[src/rtl/lsu_axi_master.sv]
// lsu_axi_master: bridges the load/store unit's request/response port onto an
// AXI-lite master (AR/R for loads, AW+W/B for stores). One transaction in
// flight at a time, one response per request, no bursts.
module lsu_axi_master #(
    parameter int ADDR_W = 32,
    parameter int DATA_W = 64
) (
    input  logic                  aclk,
    input  logic                  aresetn,

    input  logic                  req_valid,
    output logic                  req_ready,
    input  logic                  req_wen,
    input  logic [ADDR_W-1:0]     req_addr,
    input  logic [DATA_W-1:0]     req_wdata,
    input  logic [DATA_W/8-1:0]   req_wstrb,

    output logic                  rsp_valid,
    input  logic                  rsp_ready,
    output logic [DATA_W-1:0]     rsp_rdata,
    output logic                  rsp_err,

    output logic [ADDR_W-1:0]     araddr,
    output logic                  arvalid,
    input  logic                  arready,

    input  logic [DATA_W-1:0]     rdata,
    input  logic [1:0]            rresp,
    input  logic                  rvalid,
    output logic                  rready,

    output logic [ADDR_W-1:0]     awaddr,
    output logic                  awvalid,
    input  logic                  awready,

    output logic [DATA_W-1:0]     wdata,
    output logic [DATA_W/8-1:0]   wstrb,
    output logic                  wvalid,
    input  logic                  wready,

    input  logic [1:0]            bresp,
    input  logic                  bvalid,
    output logic                  bready
);

    localparam int STRB_W = DATA_W / 8;

    typedef enum logic [2:0] {
        IDLE,
        RD_ADDR,
        RD_DATA,
        WR_REQ,
        WR_RESP,
        RESP
    } state_t;

    state_t state;
    state_t state_next;

    // Request fields captured at accept; the read/write direction itself is
    // carried by which branch of the FSM we are in, so it needs no register.
    logic [ADDR_W-1:0] addr_q;
    logic [DATA_W-1:0] wdata_q;
    logic [STRB_W-1:0] wstrb_q;

    // Write-side per-channel completion flags so AW and W may finish in any order.
    logic aw_done;
    logic w_done;

    // Address, data and strobe are driven straight from the capture registers
    // so they stay stable for the whole handshake.
    assign araddr = addr_q;
    assign awaddr = addr_q;
    assign wdata  = wdata_q;
    assign wstrb  = wstrb_q;

    // State register with synchronous active-low reset.
    always_ff @(posedge aclk) begin
        if (!aresetn) begin
            state <= IDLE;
        end else begin
            state <= state_next;
        end
    end

    // Next-state logic and all handshake outputs decoded from the current state.
    always_comb begin
        state_next = state;
        req_ready  = 1'b0;
        arvalid    = 1'b0;
        rready     = 1'b0;
        awvalid    = 1'b0;
        wvalid     = 1'b0;
        bready     = 1'b0;
        rsp_valid  = 1'b0;
        case (state)
            IDLE: begin
                req_ready = 1'b1;
                if (req_valid) begin
                    state_next = req_wen ? WR_REQ : RD_ADDR;
                end
            end
            RD_ADDR: begin
                arvalid = 1'b1;
                if (arready) begin
                    state_next = RD_DATA;
                end
            end
            RD_DATA: begin
                rready = 1'b1;
                if (rvalid) begin
                    state_next = RESP;
                end
            end
            WR_REQ: begin
                awvalid = !aw_done;
                wvalid  = !w_done;
                if ((aw_done || awready) && (w_done || wready)) begin
                    state_next = WR_RESP;
                end
            end
            WR_RESP: begin
                bready = 1'b1;
                if (bvalid) begin
                    state_next = RESP;
                end
            end
            RESP: begin
                rsp_valid = 1'b1;
                if (rsp_ready) begin
                    state_next = IDLE;
                end
            end
            default: begin
                state_next = IDLE;
            end
        endcase
    end

    // Request capture, write-channel completion tracking and response latching.
    always_ff @(posedge aclk) begin
        if (!aresetn) begin
            addr_q    <= '0;
            wdata_q   <= '0;
            wstrb_q   <= '0;
            aw_done   <= 1'b0;
            w_done    <= 1'b0;
            rsp_rdata <= '0;
            rsp_err   <= 1'b0;
        end else begin
            if (req_valid && req_ready) begin
                addr_q  <= req_addr;
                wdata_q <= req_wdata;
                wstrb_q <= req_wstrb;
                aw_done <= 1'b0;
                w_done  <= 1'b0;
            end
            if (awvalid && awready) begin
                aw_done <= 1'b1;
            end
            if (wvalid && wready) begin
                w_done <= 1'b1;
            end
            if (rready && rvalid) begin
                rsp_rdata <= rdata;
                rsp_err   <= (rresp != 2'b00);
            end
            if (bready && bvalid) begin
                rsp_rdata <= '0;
                rsp_err   <= (bresp != 2'b00);
            end
        end
    end

endmodule

[config.mk]
export PLATFORM = sky130hd
export DESIGN_NAME = lsu_axi_master
export DESIGN_NICKNAME = d
export VERILOG_FILES = /design/src/rtl/lsu_axi_master.sv
export SDC_FILE = /design/constraint.sdc
export NUM_CORES = 1
export LEC_CHECK = 0
export BUFFER_PORTS_ARGS = -buffer_cell sky130_fd_sc_hd__buf_2
export CAP_MARGIN = 40
export CORE_AREA = 2 2 153 155
export CTS_CLUSTER_SIZE = 40
export DETAILED_ROUTE_END_ITERATION = 6
export DIE_AREA = 0 0 155 157
export GPL_TIMING_DRIVEN = 0
export PLACE_DENSITY = 0.6
export SLEW_MARGIN = 20
export SYNTH_ARGS = -nofsm -noshare
export SYNTH_HDL_FRONTEND = slang
export SYNTH_SLANG_ARGS = --single-unit
[constraint.sdc]
create_clock -name aclk -period 1.5 [get_ports aclk]
set_input_delay 0.3 -clock aclk [delete_from_list [all_inputs] [get_ports aclk]]
set_output_delay 0.3 -clock aclk [all_outputs]
set_load 0.02 [all_outputs]
### Yosys cells after proc, flatten, opt, wreduce, memory -nomap -nowiden

Cells that the tools add are included.

| operators by class | value |
|---|---|
| equality and inequality tests | 11 |
| multipliers | 0 |
| shifts and indexed selects | 0 |
| multiplexer cells | 20 |
| reduce and logical (&&, ||, !) cells | 18 |
| $add $sub $neg | 0 |
| order comparisons | 0 |
| bitwise logic cells | 1 |
| div/mod/pow operators | 0 |

Operators by type and width:

| cell | count |
|---|---|
| $mux 3 | 6 |
| $pmux 3 s6 | 1 |
| $mux 1 | 12 |
| $ne 2x2->1 const B | 6 |
| $reduce_bool 2->1 | 5 |
| $eq 3x2->1 const B | 2 |
| $eq 3x3->1 const B | 2 |
| $logic_and 1x1->1 | 6 |
| $reduce_and 6->1 | 1 |
| $eq 3x1->1 const B | 1 |
| $logic_not 3->1 | 1 |
| $logic_not 1->1 | 2 |
| $logic_or 1x1->1 | 2 |
| $mux 2 | 1 |
| $reduce_or 2->1 | 1 |
| $not 1->1 | 1 |

| storage, ports and cells | value |
|---|---|
| memories kept | 0 |
| bits in writable memories | 0 |
| flip-flop bits (word level) | 174 |
| bits in latches | 0 |
| logic and storage cells | 58 |
| ROM bits | 0 |
| input port bits | 182 |

### Longest topological paths before layout

Gate-level depths: netlist of the first run.

| logic depth | value |
|---|---|
| depth in word-level cells | 5 |
| depth in mapped cells | 7 |
| depth with buffers taken out | 4 |

### Worst setup path after synthesis of the first run

Ideal clock, no wire load.

| timing path | value |
|---|---|
| path type | reg2reg |
| from | register state[2] |
| to | register rsp_rdata[0] |
| arrival time | 1.570 ns |
| buffers on the path | 1 |
| slack | -0.189 ns |
| stages on the path, launching flop included | 6 |
| cells stage by stage | dfxtp_1 nor3b_1 nand2_1 nand2_1 buf_2 a21oi_1 |

| between the ends | value |
|---|---|
| word-level cells in the longest chain between the ends | 4 |
| elaborated cells between the ends (all ways) | 7 |
| those cells by class | 2 x eq/ne; 2 x mux; 3 x reduce/logical |

RTL lines:

| item | RTL line | RTL |
|---|---|---|
| from (decl) | 57 | `state_t state;` |
| from (signal assigned) | 82 | `state <= state_next;` |
| $eq 3x3->1 | 96 | `case (state)` |
| $mux 1 | 96 |  |
| named net bready | 43 | `output logic bready` |
| $logic_and 1x1->1 | 168 | `if (bready && bvalid) begin` |
| $reduce_or 2->1 (no line) | - |  |
| to (signal assigned) | 165 | `rsp_rdata <= rdata;` |
| to (decl) | 20 | `output logic [DATA_W-1:0] rsp_rdata,` |

The timed path passes the listed nets, and every way through them passes these cells.
A chain may end at the register's enable or synchronous reset.

### Worst setup path in the final report of the first run

| timing path | value |
|---|---|
| from | register state[2] |
| to | output awvalid |

| between the ends | value |
|---|---|
| word-level cells in the longest chain between the ends | 2 |

RTL lines:

| item | RTL line | RTL |
|---|---|---|
| $eq 3x2->1 | 96 |  |
| $mux 1 | 96 |  |
| to (decl) | 33 | `output logic awvalid,` |

Every way passes these cells.

==> results of run 1 <==
-- layout by cell type, fill, tap and decap left out, types with 3 or more instances in the layout --
cell / instances
o21ai_0: 3
dfxtp_1: 171
buf_2: 401
clkbuf_1: 10
a21oi_1: 97
nor3_1: 3
clkbuf_2: 4
buf_6: 12
nand2_1: 264
buf_12: 9
nand2_4: 68
buf_8: 4
dfxtp_4: 3
buf_4: 51
nand2_2: 9
clkbuf_16: 30
a21oi_2: 73
nor2_1: 4
and2_1: 3
nand3b_1: 3
inv_8: 4
inv_6: 4
-- flip-flops by register name (all words and copies together), names as in the netlist --
signal / flops
araddr: 32
aw_done: 1
rsp_err: 1
rsp_rdata: 64
state: 3
w_done: 1
wdata: 64
wstrb: 8
-- worst reg2reg max path, delay by kind of cell (launching register included) --
| family | cells | cell delay, ns |
|---|---|---|
| AND/OR/NAND/NOR | 3 | 0.64 |
| buffers and inverters | 3 | 0.50 |
| AO/OA/AOI/OAI | 1 | 0.13 |
| flip-flops | 1 | 0.37 |
-- worst min-delay path by stage --
stage,start,endpoint,slack (ns),cells after the start
final,rdata[23],rsp_rdata[23],0.10,3
after global routing,rdata[24],rsp_rdata[24],0.08,3
after CTS,rdata[8],rsp_rdata[8],0.09,3
after detailed placement,rsp_rdata[19],rsp_rdata[19],0.44,2
after global placement,wdata[31],wdata[31],0.44,2
after floorplan,aresetn,state[2],0.43,1
-- layer usage --
layer	track usage, %	share of wire [%]	routed length [µm]
met1	19.5	40	9450
met2	30.9	51	12200
met3	5.34	7.2	1710
met4	5.25	2.1	497
met5	0	0	0
-- metrics by stage --
step	power, µW	TNS (ns)	cells	worst slack [ns]	util, %
final	18900	-17.46	1547	-0.242	48.1
after detailed placement	11700	-32.65	1487	-0.458	38.7
after floorplan	9630	0	813	0.0447	-
after global placement	11700	-29.27	1487	-0.420	38.7
after global routing	19900	-27.95	1546	-0.323	48.1
after CTS	16500	-6.35	1523	-0.254	41.9
-- what timing repair did --
action	CTS	global route
cloned	0	13
endpoints found under the setup margin	173	148
pin swaps	4	132
gates resized for setup	39	287
buffers inserted	5	11
hold buffers	0	0
-- cells by family (layout without fill, tap and decap cells) --
group | count (synthesis) | after routing | synth area share [%]
AO/OA/AOI/OAI | 180 | 180 | 14.5
buffers and inverters | 90 | 538 | 8.25
AND/OR/NAND/NOR | 368 | 368 | 22.6
other | 0 | 1 | 0
flip-flops | 174 | 174 | 54.5
multiplexers | 1 | 1 | 0.157
-- report_power, final --
group | internal [µW] | leakage, µW | total, µW | switching, µW
clock network | 2270 | 0.000281 | 4400 | 2130
registers | 5420 | 0.00142 | 5880 | 461
logic | 3770 | 0.00359 | 8630 | 4850
-- final cells by class --
type | count | area share, %
antenna | 1 | 0.0231
buffer | 87 | 6.52
clock buffer | 18 | 4.06
clock inverter | 14 | 1.34
inverter | 1 | 0.0347
multi-input combinational | 549 | 29.8
sequential | 174 | 32.3
tap | 285 | 3.29
timing repair buffer | 418 | 22.6
==> results.md, run 1 <==
* Core ar. at about 0.023 mm²
* Initial antenna violation count at 1
* Ys async rst share at 0%
* Fraction of layout cells with a size suffix above 1 at approximately 55%
* Layout fillers at 2247
* Kind of critical path: reg -> out
* Routed WL per cell at 15.4 µm
* FF-to-FF path depth at 7
* DRT antenna net count at 0
* Most frequent cell after synthesis: nand2_1
* First-pass GRT wire length at 32900 µm
* Worst reg2reg path endpoint: wdata[38]
* Buffers on Ports at 389
* Mean post-synth cell area at 7.86 µm²
* Placed cell area at 0.00870 mm²
* Htree depth at 4
* Synth unique cells at 27
* CTS max path bufs at 2
* Detailed Place HPWL at approximately 17000 µm
* Number of global-route vias before repair at 6313
* #FFs+latches synth at around 170
* Die width at 155 µm
* Hold slack final at 0.103 ns
* Clk_lat worst skew at between 0.4 and 0.5 ns
* Via/cell ratio at ~4.5
* Synth Flop Type: dfxtp_1
* Pwr/cell area at around 1700 mW/mm²
* FF+latch area at 0.00349 mm²
* Final Cell Area at 0.0108 mm²
* Dominant cells by area after synthesis: dfxtp_1 55%, nand2_1 20%, a21oi_1 13%
* CP endpoint kind: output port
* Clock sink count at between 150 and 200
* WP depth at 4
* Maxcap violations at 0
* Multi-input logic area at 0.00323 mm²
* Die Footprint at 0.0243 mm²
* Max FO, Critical Path at 7
* CP Launch Point: state[2]
* CP Launch Type: flip-flop
* Sequential-to-total area share from yosys stat at 54.5%
* Relative slew slack at about two fifths
* P&R area growth vs syn at 69.5%
* Top delay family on crit path: simple AND/OR/NAND/NOR gates
* Clk_skew at ~0.013 ns
* Unrepaired setup endpoints after global routing: true
* All-Layer GR Usage at 17.2%
* Worst slew pin tran at roughly 0.92 ns
* WL final at 23800 µm
* DRT Pass-1 Iters at 4
* Lkg Pwr at about 0.0053 µW
* CP endpoint: awvalid
* Slowest-stage cell, CP: dfxtp_4
* Crit share post-route at 116%
* Synth top cells by count: 342 x nand2_1, 174 x dfxtp_1, 170 x a21oi_1, 38 x buf_4, 31 x buf_2
* Worst VDD drop at between 0.8 and 0.9 mV
* Violated checks: setup timing
* Final Critical Period at 1.74 ns
* Fmax at about 0.57 GHz
* Clk slew on worst S/H paths at ~0.080 ns
* CP required at 1.20 ns
* I/O pin cnt at 390
* CP peak stage delay at 0.34 ns
* DR iter-0 viols at 314
* CTS tree: done
* Root Buffer: clkbuf_16
* Crit path DAT at 1.44 ns
* WP buf/inv at 2
* Worst Hold Class: in -> reg
* DRC Markers at 0
* Rows at 55
* Grt total ovfl at 0
* Outcome: finished with violations
* Fin nets at 1430
* Final worst setup slack at -0.242 ns
* Ys Warns at 0
* Fin. Hold Viols at 0
* Gate Count Post-Synth at 813
* Mapped cell area at between 0.006 and 0.007 mm²
* Share of the synthesized area in the top cell type at 54.5%
* CP cell instances: buf_6 -> nand3b_1 -> nor2_2 -> buf_4
* R2r setup slk at -0.20 ns
* Gpl congestion at approximately 0.82
* Synth Net Count at ~1000
* Largest net degree at the start of global routing at 20
* R2r startpoint: state[1]
* Num CTS Buffers at 17
* EDFF count, synth at 0
* Count of final setup violators at 161
* Die height at 157 µm
* Starting Density at between 20% and 30%
* Final slew viol count at 0
* Vias at 6973
* Yosys top cell by area: dfxtp_1
No activity file was read; power rests on OpenSTA's default activity.
==> inputs of run 2 (changes only) <==
--- a/config.mk
+++ b/config.mk
@@ -7,12 +7,15 @@
 export LEC_CHECK = 0
 export BUFFER_PORTS_ARGS = -buffer_cell sky130_fd_sc_hd__buf_2
 export CAP_MARGIN = 40
-export CORE_AREA = 2 2 153 155
-export CTS_CLUSTER_SIZE = 40
+export CELL_PAD_IN_SITES_DETAIL_PLACEMENT = 1
+export CELL_PAD_IN_SITES_GLOBAL_PLACEMENT = 2
+export CORE_ASPECT_RATIO = 2
+export CORE_UTILIZATION = 22
+export CTS_CLUSTER_SIZE = 16
 export DETAILED_ROUTE_END_ITERATION = 6
-export DIE_AREA = 0 0 155 157
 export GPL_TIMING_DRIVEN = 0
-export PLACE_DENSITY = 0.6
+export PLACE_DENSITY = 0.84
+export RECOVER_POWER = 50
 export SLEW_MARGIN = 20
 export SYNTH_ARGS = -nofsm -noshare
 export SYNTH_HDL_FRONTEND = slang
==> run 2 against run 1 <==
Clock skew down 0.0070 ns. Flip-flop and latch count is the same. Register-to-register slack improved by 0.02 ns. Global-route usage up 0.88 points. The flow still finishes with violations (setup timing).
==> results.md, run 2 (same netlist as run 1, synthesis figures left out) <==
* Pwr/cell area at 1770 mW/mm² (+1.3%)
* Commonest non-fill, non-tap cells in the layout: 285 x buf_2, 237 x nand2_1, 171 x dfxtp_1
* CP endpoint kind: output port
* Final worst setup slack at -0.224 ns (+0.0173 ns)
* Clk slew on worst S/H paths at 0.07 ns (about the same)
* Fmax at 0.580 GHz (+1.0%)
* Routed WL per cell at 17.1 µm (+11%)
* Fin. Hold Viols at 0 (unchanged)
* Slowest-stage cell, CP: dfxtp_4
* Die width at 122 µm (-21%)
* CP peak stage delay at 0.36 ns (+0.02 ns)
* Clk_skew at 0.00551 ns (-0.00703 ns)
* P&R area growth vs syn at 73.6%
* Leading cell type in the layout, fill and taps excluded: buf_2
* Crit share post-route at 115% (-1.2 points)
* Die height at 243 µm (+55%)
* Crit path DAT at 1.42 ns (-0.02 ns)
* FF+latch area at 0.00349 mm² (unchanged)
* Detailed Place HPWL at 20700 µm (+23%)
* CP required at 1.20 ns (about the same)
* Max FO, Critical Path at 5 (-2)
* CP Launch Type: flip-flop
* Layout fillers at 3498 (+56%)
* Relative slew slack at 48.9% (+10 points)
* CP cell instances: buf_8 -> nand3b_1 -> nor2_2 -> buf_6
* Top delay family on crit path: flip-flops
* Vias at 7172 (+2.9%)
* Kind of critical path: reg -> out
* Core ar. at 0.0284 mm² (+26%)
* Placed Instances at 1558 (+4.8%)
* Final slew viol count at 0 (unchanged)
* DRT antenna net count at 0 (unchanged)
* WP buf/inv at 2 (unchanged)
* Lkg Pwr at 0.00497 µW (-6.1%)
* Initial antenna violation count at 3 (+2)
* CTS max path bufs at 2 (unchanged)
* Cell Count, Final, Fillers Out at 1621 (+4.8%)
* Clock sink count at 174 (unchanged)
* Finished Core Util at 39.0% (-9.1 points)
* Buffers on Ports at 389 (unchanged)
* Worst slew pin tran at 0.766 ns (-0.151 ns)
* DRC Markers at 0 (unchanged)
* WL final at 27700 µm (+16%)
* Rows at 87 (+58%)
* Count of final setup violators at 102 (-37%)
* Setup TNS at -9.65 ns (+7.80 ns)
* Num CTS Buffers at 17 (unchanged)
* Largest net degree at the start of global routing at 20 (unchanged)
* Root Buffer: clkbuf_16
* DR iter-0 viols at 129 (-59%)
* Place WS at -0.836 ns (-0.379 ns)
* Overall power at 19600 µW (+3.8%)
* DRT Pass-1 Iters at 4 (unchanged)
* Htree depth at 4 (unchanged)
* Worst Hold Class: in -> reg
* Starting Density at 22.5% (-5.9 points)
* Final Critical Period at 1.72 ns (-0.0173 ns)
* Outcome: finished with violations
* Gpl congestion at 0.814 (-0.97%)
* Die Footprint at 0.0298 mm² (+22%)
* Violated checks: setup timing
* Grt total ovfl at 0 (unchanged)
* Worst VDD drop at 0.743 mV (-10%)
* Clk_lat worst skew at 0.44 ns (about the same)
* I/O pin cnt at 390 (unchanged)
* First-pass GRT wire length at 40000 µm (+22%)
* Unrepaired setup endpoints after global routing: true
* Fraction of layout cells with a size suffix above 1 at 49.7% (-4.9 points)
* Via/cell ratio at 4.42 (-1.8%)
* Multi-input logic area at 0.00342 mm² (+6.1%)
* Fin nets at 1432 (+0.14%)
* Number of global-route vias before repair at 7396 (+17%)
* All-Layer GR Usage at 18.1% (+0.88 points)
* Maxcap violations at 0 (unchanged)
* CTS tree: done
[run 2: changes by cell type in the layout (fill, tap and decap cells not counted), sizes merged]
cell and change:
clkbuf +112, buf -107, clkinv -1, diode +1, bufinv +2, inv -4
[run 2: worst paths after layout]
kind,from,end,slack (ns),cells past startpoint
setup / recovery,state[2],awvalid,-0.22,4
hold / removal,rdata[25],rsp_rdata[25],0.09,3
setup reg to reg,state[1],araddr[9],-0.18,9
hold reg to reg,rsp_rdata[3],rsp_rdata[3],0.45,2
[run 2: repair_timing]
action | 4_1_cts | 5_1_grt
cloned | 8 | 5
resized for setup | 120 | 301
hold buffers | 0 | 0
endpoints found under the setup margin | 177 | 174
setup buffers | 12 | 13
pin swaps | 18 | 155
[run 2: per-layer routing]
layer  routed length, µm  vias up  global-route usage, %
li1                    -     3462                      -
met1                8720     3401                   15.3
met2               16600      264                   36.8
met3                1510       43                   4.63
met4                 904        2                   8.29
met5                  13        -                      0
[run 2: worst register-to-register path: stages (launching register included)]
cell and delay (ns):
dfxtp_4 0.37, buf_6 0.12, nor3_4 0.22, and2_4 0.18, buf_6 0.12, buf_12 0.17
buf_6 0.12, buf_8 0.12, nand2_1 0.07, a21oi_1 0.12
[run 2: power breakdown]
group / internal [µW] / switching, µW / leakage (µW)
clock: 2560 / 1970 / 0.000285
sequential: 5430 / 522 / 0.00142
combinational: 3970 / 5170 / 0.00327
[run 2: stage by stage]
step,hold WS [ns],instance area [µm²]
CTS,0.0546,10100
floorplan,0.433,6400
detailed placement,0.443,8790
global placement,0.439,8790
finish,0.0899,11100
global route,0.0694,11100
[run 2: layout make-up]
type / instances / area share (%)
diodes: 2 / 0.0451
repair buffers: 420 / 21.2
inverters: 1 / 0.0339
plain buffers: 87 / 7.00
multi-input cells: 549 / 30.9
clock inverters: 11 / 1.16
well taps: 356 / 4.02
flip-flops and latches: 174 / 31.5
clock buffers: 21 / 4.15
==> inputs of run 3 (changes only) <==
--- a/config.mk
+++ b/config.mk
@@ -5,6 +5,7 @@
 export SDC_FILE = /design/constraint.sdc
 export NUM_CORES = 1
 export LEC_CHECK = 0
+export ABC_AREA = 1
 export BUFFER_PORTS_ARGS = -buffer_cell sky130_fd_sc_hd__buf_2
 export CAP_MARGIN = 40
 export CELL_PAD_IN_SITES_DETAIL_PLACEMENT = 1
@@ -14,7 +15,7 @@
 export CTS_CLUSTER_SIZE = 16
 export DETAILED_ROUTE_END_ITERATION = 6
 export GPL_TIMING_DRIVEN = 0
-export PLACE_DENSITY = 0.84
+export PLACE_DENSITY = 0.82
 export RECOVER_POWER = 50
 export SLEW_MARGIN = 20
 export SYNTH_ARGS = -nofsm -noshare
==> run 3 against run 2 <==
The run ends with DRC, setup timing left. Synthesized area is 4.9% higher. Flip-flop and latch count stayed put. Global-route usage is 0.087 points lower. Largest power group unchanged. Critical path type unchanged. Wire length is 18% higher. Final area is 14% higher. Largest cell class is now multi-input combinational cells.
==> results.md, run 3 <==
* Outcome: finished with violations
* Violated checks: DRC, setup timing
* Die Footprint at 0.0312 mm² (+4.9%)
* Commonest non-fill, non-tap cells in the layout: 286 x buf_2, 171 x dfxtp_1, 133 x nand2_1
* Clock share of power at 19.6% (-3.5 points)
* Final Critical Period at 1.69 ns (-0.0371 ns)
* Routed WL per cell at 19.3 µm (+13%)
* Ys Warns at 0 (unchanged)
* Root Buffer: clkbuf_16
* Placed cell area at 0.00910 mm² (+3.6%)
* Sw Share at 40.4% (+1.3 points)
* Crit share post-route at 112% (-2.5 points)
* DRC Markers at 29 (+29)
* CP Launch Type: flip-flop
* DRT antenna net count at 0 (unchanged)
* Cell Count, Final, Fillers Out at 1699 (+4.8%)
* Mean post-synth cell area at 7.85 µm² (about the same)
* Clk slew on worst S/H paths at 0.07 ns (about the same)
* DR iter-0 viols at 236 (+83%)
* Number of global-route vias before repair at 7563 (+2.3%)
* CP required at 1.20 ns (about the same)
* Worst slew pin tran at 0.812 ns (+0.0465 ns)
* Final Cell Area at 0.0126 mm² (+14%)
* Place WS at -0.490 ns (+0.346 ns)
* Die width at 125 µm (+2.4%)
* Final worst setup slack at -0.187 ns (+0.0371 ns)
* Clk_skew at 0.00815 ns (+0.00263 ns)
* Initial antenna violation count at 5 (+2)
* Most frequent cell after synthesis: nand2_1
* Placed Instances at 1609 (+3.3%)
* Unrepaired setup endpoints after global routing: true
* Die height at 249 µm (+2.4%)
* Share of the synthesized area in the top cell type at 52.0% (-2.6 points)
* First-pass GRT wire length at 42500 µm (+6.3%)
* Yosys top cell by area: dfxtp_1
* Fmax at 0.593 GHz (+2.2%)
* Dominant cells by area after synthesis: dfxtp_1 52%, nand2_1 14%, a21oi_1 13%
* Largest net degree at the start of global routing at 17 (-15%)
* EDFF count, synth at 0 (unchanged)
* Gpl congestion at 0.791 (-2.8%)
* Synth top cells by count: 250 x nand2_1, 174 x a21oi_1, 174 x dfxtp_1, 111 x nand3_1, 40 x buf_4
* Leading cell type in the layout, fill and taps excluded: buf_2
* P&R area growth vs syn at 88.4%
* Via/cell ratio at 4.56 (+3.0%)
* Core ar. at 0.0301 mm² (+5.8%)
* Maxcap violations at 0 (unchanged)
* Comb pwr share at 53.0% (+6.4 points)
* Starting Density at 22.3% (-0.19 points)
* Share of power burned in registers at 27.4% (-2.9 points)
* DRT Pass-1 Iters at 6 (+2)
* Worst Hold Class: in -> reg
* Relative slew slack at 45.8% (-3.1 points)
* Synth Net Count at 1035 (+4.0%)
* Overall power at 22400 µW (+14%)
* Lkg Pwr at 0.00533 µW (+7.3%)
* CTS max path bufs at 2 (unchanged)
* Max FO, Critical Path at 5 (unchanged)
* Grt total ovfl at 0 (unchanged)
* Rows at 90 (+3.4%)
* CTS tree: done
* Clk_lat worst skew at 0.44 ns (about the same)
* Sequential-to-total area share from yosys stat at 52.0% (-2.6 points)
* Kind of critical path: reg -> out
* WL final at 32800 µm (+18%)
* Fin nets at 1497 (+4.5%)
* Net Sw Power at 9050 µW (+18%)
* Worst VDD drop at 0.886 mV (+19%)
* Pwr/cell area at 1770 mW/mm² (+0.27%)
* Htree depth at 4 (unchanged)
* CP endpoint kind: output port
* Mapped cell area at 0.00670 mm² (+4.9%)
* Gate Count Post-Synth at 853 (+4.9%)
* Clock sink count at 174 (unchanged)
* Crit path DAT at 1.39 ns (-0.03 ns)
* Buffers on Ports at 388 (-0.26%)
* Synth unique cells at 20 (-26%)
* Ys async rst share at 0% (unchanged)
* Count of final setup violators at 164 (+61%)
* Final slew viol count at 0 (unchanged)
* Num CTS Buffers at 17 (unchanged)
* I/O pin cnt at 390 (unchanged)
* All-Layer GR Usage at 18.0% (-0.087 points)
* Fraction of layout cells with a size suffix above 1 at 57.5% (+7.7 points)
* Hold slack final at 0.103 ns (+0.0128 ns)
* Synth Flop Type: dfxtp_1
* Int Pwr at 13400 µW (+12%)
* Detailed Place HPWL at 21900 µm (+6.0%)
* #FFs+latches synth at 174 (unchanged)
* Vias at 7739 (+7.9%)
* Fin. Hold Viols at 0 (unchanged)
[run 3: layout make-up]
| type | count | area (µm²) |
|---|---|---|
| Antenna cell | 3 | 7.51 |
| Buffer | 97 | 973 |
| Clock buffer | 20 | 457 |
| Clock inverter | 12 | 108 |
| Fill cell | 3545 | 17400 |
| Inverter | 21 | 86.3 |
| Multi-Input combinational cell | 560 | 4130 |
| Sequential cell | 174 | 3490 |
| Tap cell | 368 | 460 |
| Timing Repair Buffer | 444 | 2910 |
[run 3: logic make-up (layout without fill, tap and decap cells)]
family | Yosys count | after routing | share of synthesized area [%]
and+or+nand+nor | 380 | 382 | 24.1
buffers and inverters | 121 | 594 | 10.7
DFF | 174 | 174 | 52.0
other | 0 | 3 | 0
AOI/OAI and AO/OA | 178 | 178 | 13.3
[run 3: through the flow]
stage | setup TNS [ns] | util [%]
after floorplan | 0 | -
after global placement | -26.87 | 30.3
after detailed placement | -29.55 | 30.3
after CTS | -21.95 | 33.3
after global routing | -26.49 | 42.0
final | -14.40 | 42.0
[run 3: worst max-delay path: stages, from the launching register on]
cell	delay, ns
dfxtp_2	0.32
buf_6	0.13
nor2_4	0.09
inv_2	0.07
nor2_8	0.11
buf_6	0.12
buf_6	0.11
[run 3: path summary, 6_finish.rpt]
check	start	endpoint	slack (ns)	depth (start not counted)
worst max-delay path	state[2]	req_ready	-0.19	6
worst min-delay path	req_wdata[11]	wdata[11]	0.10	3
worst max register to register	state[2]	araddr[28]	-0.19	11
worst min register to register	rsp_rdata[40]	rsp_rdata[40]	0.46	2
[run 3: layer usage]
layer / vias to the layer above / routed length [µm] / global-route usage [%]
li1: 3707 / - / -
met4: 4 / 1190 / 8.29
met1: 3704 / 10300 / 16.4
met5: - / 21 / 0
met3: 54 / 1710 / 4.57
met2: 270 / 19600 / 36.0
[run 3: repair_timing]
item | CTS | global route
setup buffers | 8 | 18
hold buffers | 0 | 0
endpoints found under the setup margin | 173 | 181
pin swaps | 8 | 65
gates cloned | 3 | 30
resized for setup | 83 | 491
[run 3: power groups by stage]
stage	combinational, µW	clock [µW]	sequential [µW]
finish	11900	4390	6130
global route	12600	4680	6220
CTS	7340	4550	5880
detailed placement	6660	0	5960
global placement	6570	0	5930
floorplan	3370	0	6790
